## src/rtl/hazard_pkg.sv

```systemverilog
// Shared encodings and defaults for the pipeline hazard controller.
package hazard_pkg;

  typedef enum logic {
    S_RUN      = 1'b0,
    S_MDU_WAIT = 1'b1
  } state_t;

  localparam logic [4:0] X0              = 5'd0;
  localparam int         MDU_TIMEOUT_DEF = 64;
  localparam int         CNT_W_DEF       = 16;

endpackage

```

## src/rtl/sat_counter.sv

```systemverilog
// Statistics counter that sticks at all-ones; clear has priority over increment.
module sat_counter #(
  parameter int W = 16
) (
  input  logic         clk,
  input  logic         rst_n,
  input  logic         inc,
  input  logic         clr,
  output logic [W-1:0] q
);

  always_ff @(posedge clk or negedge rst_n) begin
    if (!rst_n) begin
      q <= '0;
    end else if (clr) begin
      q <= '0;
    end else if (inc && (q != {W{1'b1}})) begin
      q <= q + 1'b1;
    end
  end

endmodule

```

## src/rtl/hazard_ctrl.sv

```systemverilog
// Pipeline sequencing controller: load-use stalls, MDU hold with timeout, branch flush.
//   state      | meaning
//   S_RUN      | normal issue; load-use and branch rules apply
//   S_MDU_WAIT | multi-cycle MDU op occupies EX; front end held until done/timeout
module hazard_ctrl
  import hazard_pkg::*;
#(
  parameter int MDU_TIMEOUT = MDU_TIMEOUT_DEF,
  parameter int CNT_W       = CNT_W_DEF
) (
  input  logic             clk,
  input  logic             rst_n,
  input  logic [4:0]       rs1_id,
  input  logic [4:0]       rs2_id,
  input  logic             use_rs1_id,
  input  logic             use_rs2_id,
  input  logic [4:0]       rd_ex,
  input  logic             MemRead_ex,
  input  logic             branch_taken_ex,
  input  logic             mdu_start_ex,
  input  logic             mdu_done,
  input  logic             cnt_clr,
  output logic             stall_if,
  output logic             stall_id,
  output logic             stall_ex,
  output logic             bubble_ex,
  output logic             bubble_mem,
  output logic             flush_id,
  output logic             mdu_abort,
  output logic             mdu_timeout,
  output logic [CNT_W-1:0] stall_cnt,
  output logic [CNT_W-1:0] flush_cnt
);

  localparam int            WW        = $clog2(MDU_TIMEOUT);
  localparam logic [WW-1:0] WAIT_LAST = WW'(MDU_TIMEOUT - 1);

  state_t        state;
  state_t        state_nxt;
  logic [WW-1:0] wait_cnt;
  logic          lu;
  logic          mh;
  logic          timeout_hit;

  assign lu = MemRead_ex && (rd_ex != X0) &&
              ((use_rs1_id && (rd_ex == rs1_id)) || (use_rs2_id && (rd_ex == rs2_id)));

  assign timeout_hit = (state == S_MDU_WAIT) && (wait_cnt == WAIT_LAST) && !mdu_done;

  assign mh = ((state == S_RUN) && mdu_start_ex && !mdu_done) ||
              ((state == S_MDU_WAIT) && !mdu_done && !timeout_hit);

  always_ff @(posedge clk or negedge rst_n) begin
    if (!rst_n) begin
      state <= S_RUN;
    end else begin
      state <= state_nxt;
    end
  end

  always_comb begin
    state_nxt = state;
    case (state)
      S_RUN:      if (mdu_start_ex && !mdu_done) state_nxt = S_MDU_WAIT;
      S_MDU_WAIT: if (mdu_done || timeout_hit)   state_nxt = S_RUN;
      default:    state_nxt = S_RUN;
    endcase
  end

  // Holding the count at zero throughout S_RUN gives a cleared value on every entry.
  always_ff @(posedge clk or negedge rst_n) begin
    if (!rst_n) begin
      wait_cnt <= '0;
    end else if (state == S_RUN) begin
      wait_cnt <= '0;
    end else begin
      wait_cnt <= wait_cnt + 1'b1;
    end
  end

  always_ff @(posedge clk or negedge rst_n) begin
    if (!rst_n) begin
      mdu_timeout <= 1'b0;
    end else if (timeout_hit) begin
      mdu_timeout <= 1'b1;
    end
  end

  // Controls are gated by rst_n so the pipeline sees no stray holds during reset.
  always_comb begin
    stall_if   = 1'b0;
    stall_id   = 1'b0;
    stall_ex   = 1'b0;
    bubble_ex  = 1'b0;
    bubble_mem = 1'b0;
    flush_id   = 1'b0;
    mdu_abort  = 1'b0;
    if (rst_n) begin
      mdu_abort = timeout_hit;
      if (mh) begin
        stall_if   = 1'b1;
        stall_id   = 1'b1;
        stall_ex   = 1'b1;
        bubble_mem = 1'b1;
      end else if (branch_taken_ex) begin
        flush_id  = 1'b1;
        bubble_ex = 1'b1;
      end else if (lu) begin
        stall_if  = 1'b1;
        stall_id  = 1'b1;
        bubble_ex = 1'b1;
      end
    end
  end

  sat_counter #(.W(CNT_W)) u_stall_cnt (
    .clk   (clk),
    .rst_n (rst_n),
    .inc   (stall_if),
    .clr   (cnt_clr),
    .q     (stall_cnt)
  );

  sat_counter #(.W(CNT_W)) u_flush_cnt (
    .clk   (clk),
    .rst_n (rst_n),
    .inc   (flush_id),
    .clr   (cnt_clr),
    .q     (flush_cnt)
  );

endmodule
```

## config.mk

```make
export PLATFORM = sky130hd
export DESIGN_NAME = hazard_ctrl
export DESIGN_NICKNAME = d
export VERILOG_FILES = /design/src/rtl/hazard_pkg.sv /design/src/rtl/sat_counter.sv /design/src/rtl/hazard_ctrl.sv
export SDC_FILE = /design/constraint.sdc
export NUM_CORES = 1
export LEC_CHECK = 0
export CORE_ASPECT_RATIO = 1.2
export CORE_MARGIN = 1.5
export CORE_UTILIZATION = 53
export CTS_CLUSTER_SIZE = 20
export DETAILED_ROUTE_END_ITERATION = 12
export HOLD_SLACK_MARGIN = 0.05
export MAX_ROUTING_LAYER = met4
export PLACE_DENSITY = 0.86
export SLEW_MARGIN = 20
export SYNTH_ARGS = -nofsm -noshare
export SYNTH_HDL_FRONTEND = slang
export SYNTH_HIERARCHICAL = 1
export SYNTH_SLANG_ARGS = --single-unit
```

## constraint.sdc

```tcl
create_clock -name clk -period 6.4 [get_ports clk]
set_input_delay 1.28 -clock clk [delete_from_list [all_inputs] [get_ports clk]]
set_output_delay 1.28 -clock clk [all_outputs]
set_load 0.01 [all_outputs]
```

==> impl_metrics.ini, run 1 <==
[status]
status = completed

[die]
io_pins = 64
die-area_mm2 = 0.00499
dieWidth_um = 64.7
die_y_um = 77.1
initial_core_util_pct = 56.0
rows = 26
coreArea_mm2 = 0.00433

[timing]
tightestPinTransition_ps = 877
finalCritPeriodShare_pct = 74.0
final_hold_viol_count = 0
maxSlewHeadroom_pct = 41.1
fin_skew_ps = 5.23
hold_ws_ps = 467
slew_viol_final = 0
finalSetupViolCount = 0
rsz0062_at_grt = no
fmax_ghz = 0.211
tns_ps = 0
finalCriticalPeriod_ps = 4740

[layout]
antennaDiodeCount = 0
layout_common_cells = clkdlybuf4s50_1, dfrtp_1, a21oi_1
areaGrowthSynthToFinish_pct = 31.7
post-route-util_pct = 73.8
design_area_mm2 = 0.00319
finalNetCount = 338
final_common_cell = clkdlybuf4s50_1
drive_above_1_share_pct = 10.3

[setup_path]
r2r-end = u_stall_cnt/q[2]$_DFFE_PN0P_
rr_startpoint = wait_cnt[0]$_DFF_PN0_
crit_type = in -> out
crit_slowest_cell = clkdlybuf4s50_1
r2r_cells = 9
end_kind = primary output
worst-path-max-fanout = 6
startpoint_type = input pin
cpMostUsedCell = clkdlybuf4s50_1
cp_cell_sequence = clkdlybuf4s50_1 > xor2_1 > nor4_1 > a32oi_1 > o21bai_1 > clkdlybuf4s50_1
cp.required_ps = 5120
r2r_slack_ps = 3640
arrival_ps = 3460
max_stage_delay_ps = 640

[placement]
dpl-instance-area_mm2 = 0.00307
gp_congestion = 0.776
portBuffers = 63
dp_hpwl_mm = 4.02

[detailed_routing]
firstDrtPassIters = 5
wl_per_cell_um = 15.7
drtAntennaViolNets = 0
drt-total-wl_mm = 5.77
viasPerCell = 6.14
vias = 2260
drc = 0
first_iter_violations = 182

[logic_synthesis]
synthesis.nets = 278
async_flop_share_pct = 100
avgSynthCellArea_um2 = 9.66
ys_seq_area_share_pct = 41.3
synth_seq_cells = 40
synth_top_area_cell = dfrtp_1
ys_types = 40
ys_warn_count = 6
synth.top_cell.area_share_pct = 41.3
synth.area.top_cells = dfrtp_1, a21oi_1, o31ai_1
synth_edf_count = 0
synthesis.area_mm2 = 0.00242
syn_inst = 251
synth_ff_type = dfrtp_1

[global_routing]
antenna_found_initial = 0
grt_pass1_wl_mm = 9.80
gr-total-overflow = 0
grt_pass1_vias = 2113
grt_start_max_net_pins = 41
grt_use_total_pct = 25.1

[pwr]
p_int_w = 0.000420
leakagePower_nw = 1.26
p_sw_share_pct = 22.2
net-switching-power_w = 0.000120
power_density_mw_per_mm2 = 169
ir_drop_uv = 130
pwr-share-seq_pct = 47.9
p_clk_share_pct = 42.0
comb_power_share_pct = 10.1

[clocking]
clockBufferDepth = 2
postCtsSetupRepairBufs = 0
cts_hold_buffers = 0
ctsResizeCount = 0
h-tree-depth = 2
tritoncts = built
cts_buffers = 5
clk_latency_ps = 290
numClockSinks = 40
clk_pin_slew_ps = 70
cts_root_buffer = clkbuf_8

[min_path]
hp-class = reg -> reg
min_to = wait_cnt[0]$_DFF_PN0_
whs_path_depth = 1
hold_start = wait_cnt[0]$_DFF_PN0_

[flow_run]
max-cap-violations = 0
-- final cells by class --
cell class                      count  area (um2)
Sequential cell                    40        1000
Clock inverter                      1        30.0
Multi-Input combinational cell    191        1330
Tap cell                           56        70.1
Timing Repair Buffer               65         641
Clock buffer                        7        96.3
Fill cell                         323        1130
Inverter                            8        30.0
-- registers in the layout (all words and copies together), names as in the netlist --
| signal | flops |
|---|---|
| u_flush_cnt/q | 16 |
| u_stall_cnt/q | 16 |
| wait_cnt | 6 |
| mdu_timeout | 1 |
| state | 1 |
-- worst max-delay path by stage --
stage | startpoint | endpoint | slack, ps | cells after the start
global route | rd_ex[2] | stall_id | 1550 | 6
CTS | rd_ex[2] | stall_if | 1660 | 6
finish | rd_ex[2] | stall_if | 1660 | 6
floorplan | rd_ex[3] | stall_if | 2700 | 5
detailed placement | rd_ex[2] | stall_if | 1670 | 6
global placement | rd_ex[3] | stall_id | 1730 | 6
-- worst max-delay path, delay by kind of cell --
kind	cells	cell delay [ps]
xor gates and xnor gates	1	200
AOI/OAI and AO/OA	2	610
and+or+nand+nor	1	260
buffers and inverters	2	1120
-- power by group through the flow --
stage,sequential (W),combinational [W],clock (W)
floorplan,0.000264,0.0000223,0
global placement,0.000263,0.0000535,0
detailed placement,0.000263,0.0000549,0
CTS,0.000259,0.0000552,0.000231
global route,0.000259,0.0000594,0.000244
finish,0.000259,0.0000545,0.000227
-- cell usage after synthesis, types with 4 or more instances --
master and instances:
dfrtp_1 40, inv_1 8, and3_1 5, xor2_1 9, nor2b_1 9, xnor2_1 4
nor4_1 10, or3_1 5, or4_2 4, or4_1 11, nand3_1 9, mux2_1 8
nand4_1 13, o31ai_1 14, and4_2 4, clkbuf_1 8, o21ai_1 6, a21oi_1 22
nand2_1 14, nor2_1 8, and2_1 5
-- per-layer routing --
metal	GRT usage [%]	share of wire, %	wire length, um	up-vias
met2	41.9	51	2970	75
met3	4.84	5.0	287	9
met5	-	0	0	-
met4	6.60	1.1	64	0
met1	31.1	42	2450	1098
li1	-	-	-	1078
-- metrics by stage --
stage          total power, W  setup WS [ps]  std cells
2_1_floorplan        0.000286           2700        251
3_3_place_gp         0.000317           1730        360
3_5_place_dp         0.000318           1670        360
4_1_cts              0.000545           1660        368
5_1_grt              0.000563           1550        368
6_report             0.000540           1660        368
-- cell families after synthesis --
logic type,after synthesis,synth area share [%]
compound gates,55,15.0
xor+xnor,13,4.70
fa+ha+maj,3,1.55
buf+inv,20,4.02
flops,40,41.3
mux,8,3.72
simple gates,112,29.7
Note: power is estimated with default switching activity, not from simulation.
==> run 2: changes to the inputs <==
Settings changed: CORE_UTILIZATION 53 to 49, PLACE_DENSITY 0.86 to 0.81.
Clock period 6.4 ns to 4.6 ns, I/O delays scaled along.
==> run 2 against run 1 <==
Setup slack worse by 1100 ps. Die area is 7.8% higher. Sequential power up 39%. Hold slack improved by 1.5 ps. Utilization decreased by 5.9 points. Clock skew increased by 2.4 ps. Clock power up 11%. Final area shrank 0.86%. Flip-flop and latch count is the same.
==> impl_metrics.ini, run 2 (synthesis gave the netlist of run 1 again) <==
[status]
status = completed

[pwr]
ir_drop_uv = 185
finalPower_w = 0.000689
leakagePower_nw = 1.25
power_density_mw_per_mm2 = 217

[die]
io_pins = 64
coreArea_mm2 = 0.00466
initial_core_util_pct = 52.0
die_y_um = 80.1
die-area_mm2 = 0.00538
rows = 27
dieWidth_um = 67.2

[global_routing]
grt_start_max_net_pins = 36
gr-total-overflow = 0
grt_pass1_wl_mm = 9.78
grt_use_total_pct = 23.9
antenna_found_initial = 0
grt_pass1_vias = 2110

[setup_path]
worst-path-max-fanout = 6
r2r_cells = 9
cp_cell_sequence = clkdlybuf4s50_1 > xor2_1 > nor4_1 > a32oi_1 > o21bai_1 > clkdlybuf4s50_1
cp.required_ps = 3680
crit_type = in -> out
startpoint_type = input pin
cpMostUsedCell = clkdlybuf4s50_1
end_kind = primary output
max_stage_delay_ps = 650
arrival_ps = 3150
r2r_slack_ps = 1830
crit_slowest_cell = clkdlybuf4s50_1

[placement]
portBuffers = 63
dpl-instance-area_mm2 = 0.00307
dp_hpwl_mm = 3.97
gp_congestion = 0.828

[layout]
fill_cells = 379
finalNetCount = 338
layout_common_cells = clkdlybuf4s50_1, dfrtp_1, a21oi_1
post-route-util_pct = 67.9
final_common_cell = clkdlybuf4s50_1
top_regs = u_flush_cnt/q x16, u_stall_cnt/q x16, wait_cnt x6
areaGrowthSynthToFinish_pct = 30.6
design_area_mm2 = 0.00317
drive_above_1_share_pct = 9.97
antennaDiodeCount = 0

[timing]
finalCriticalPeriod_ps = 4070
rsz0062_at_grt = no
tns_ps = 0
fmax_ghz = 0.246
finalCritPeriodShare_pct = 88.5
hold_ws_ps = 468
fin_skew_ps = 7.65
final_hold_viol_count = 0
tightestPinTransition_ps = 1030
slew_viol_final = 0
maxSlewHeadroom_pct = 31.4
finalSetupViolCount = 0

[min_path]
hp-class = in -> async

[clocking]
cts_hold_buffers = 0
h-tree-depth = 2
tritoncts = built
numClockSinks = 40
clk_pin_slew_ps = 80
ctsResizeCount = 0
cts_root_buffer = clkbuf_8
cts_buffers = 5
clockBufferDepth = 2
clk_latency_ps = 290
postCtsSetupRepairBufs = 0

[detailed_routing]
drc = 0
vias = 2206
firstDrtPassIters = 4
wl_per_cell_um = 15.5
drt-total-wl_mm = 5.73
first_iter_violations = 165
viasPerCell = 5.98
drtAntennaViolNets = 0

[flow_run]
max-cap-violations = 0
==> run 2: cell types whose count changed in the layout (fill, tap and decap cells not counted), sizes merged <==
| cell | change |
|---|---|
| bufinv | -1 |
==> run 2: where the power goes <==
group / switching (W) / internal (W)
clock network: 0.000120 / 0.000134
logic: 0.0000376 / 0.0000376
registers: 0.00000478 / 0.000355
==> run 2: path summary, 6_finish.rpt <==
| kind | endpoint | from |
|---|---|---|
| max | stall_id | rd_ex[3] |
| min | state$_DFF_PN0_ | rst_n |
| max reg2reg | u_stall_cnt/q[3]$_DFFE_PN0P_ | wait_cnt[0]$_DFF_PN0_ |
| min reg2reg | wait_cnt[0]$_DFF_PN0_ | wait_cnt[0]$_DFF_PN0_ |
| max in group asynchronous | u_flush_cnt/q[6]$_DFFE_PN0P_ | rst_n |
| min in group clk | wait_cnt[0]$_DFF_PN0_ | wait_cnt[0]$_DFF_PN0_ |
==> run 2: cell type report <==
| type | instances | area (um2) | area share, % |
|---|---|---|---|
| multi-input cells | 191 | 1330 | 41.9 |
| inverters | 8 | 30.0 | 0.948 |
| well taps | 58 | 72.6 | 2.29 |
| repair buffers | 65 | 641 | 20.2 |
| flip-flops and latches | 40 | 1000 | 31.6 |
| clock buffers | 7 | 96.3 | 3.04 |
==> run 2: layer usage <==
layer | share of wire, % | track usage (%) | vias to the layer above | wire length [um]
li1 | - | - | 1073 | -
met1 | 45 | 30.7 | 1073 | 2560
met2 | 50 | 38.7 | 53 | 2870
met3 | 4.0 | 3.92 | 7 | 230
met4 | 1.3 | 7.14 | 0 | 72
met5 | 0 | - | - | 0
==> run 2: worst max-delay path: cells and delay by family <==
| kind | cells | cell delay, ps |
|---|---|---|
| AO/OA/AOI/OAI | 2 | 620 |
| buffers and inverters | 2 | 1120 |
| AND/OR/NAND/NOR | 1 | 310 |
| XOR/XNOR | 1 | 190 |
==> run 2: per-stage QoR <==
step / setup WS [ps] / cells
detailed placement: 549 / 362
finish: 528 / 369
global placement: 637 / 362
global route: 401 / 369
CTS: 549 / 369
floorplan: 1570 / 251
==> run 3: changes to the inputs <==
Settings changed: CTS_CLUSTER_SIZE 20 to 25.
==> results of run 3 <==
Final layout, timing and power as in run 2 (identical DEF).
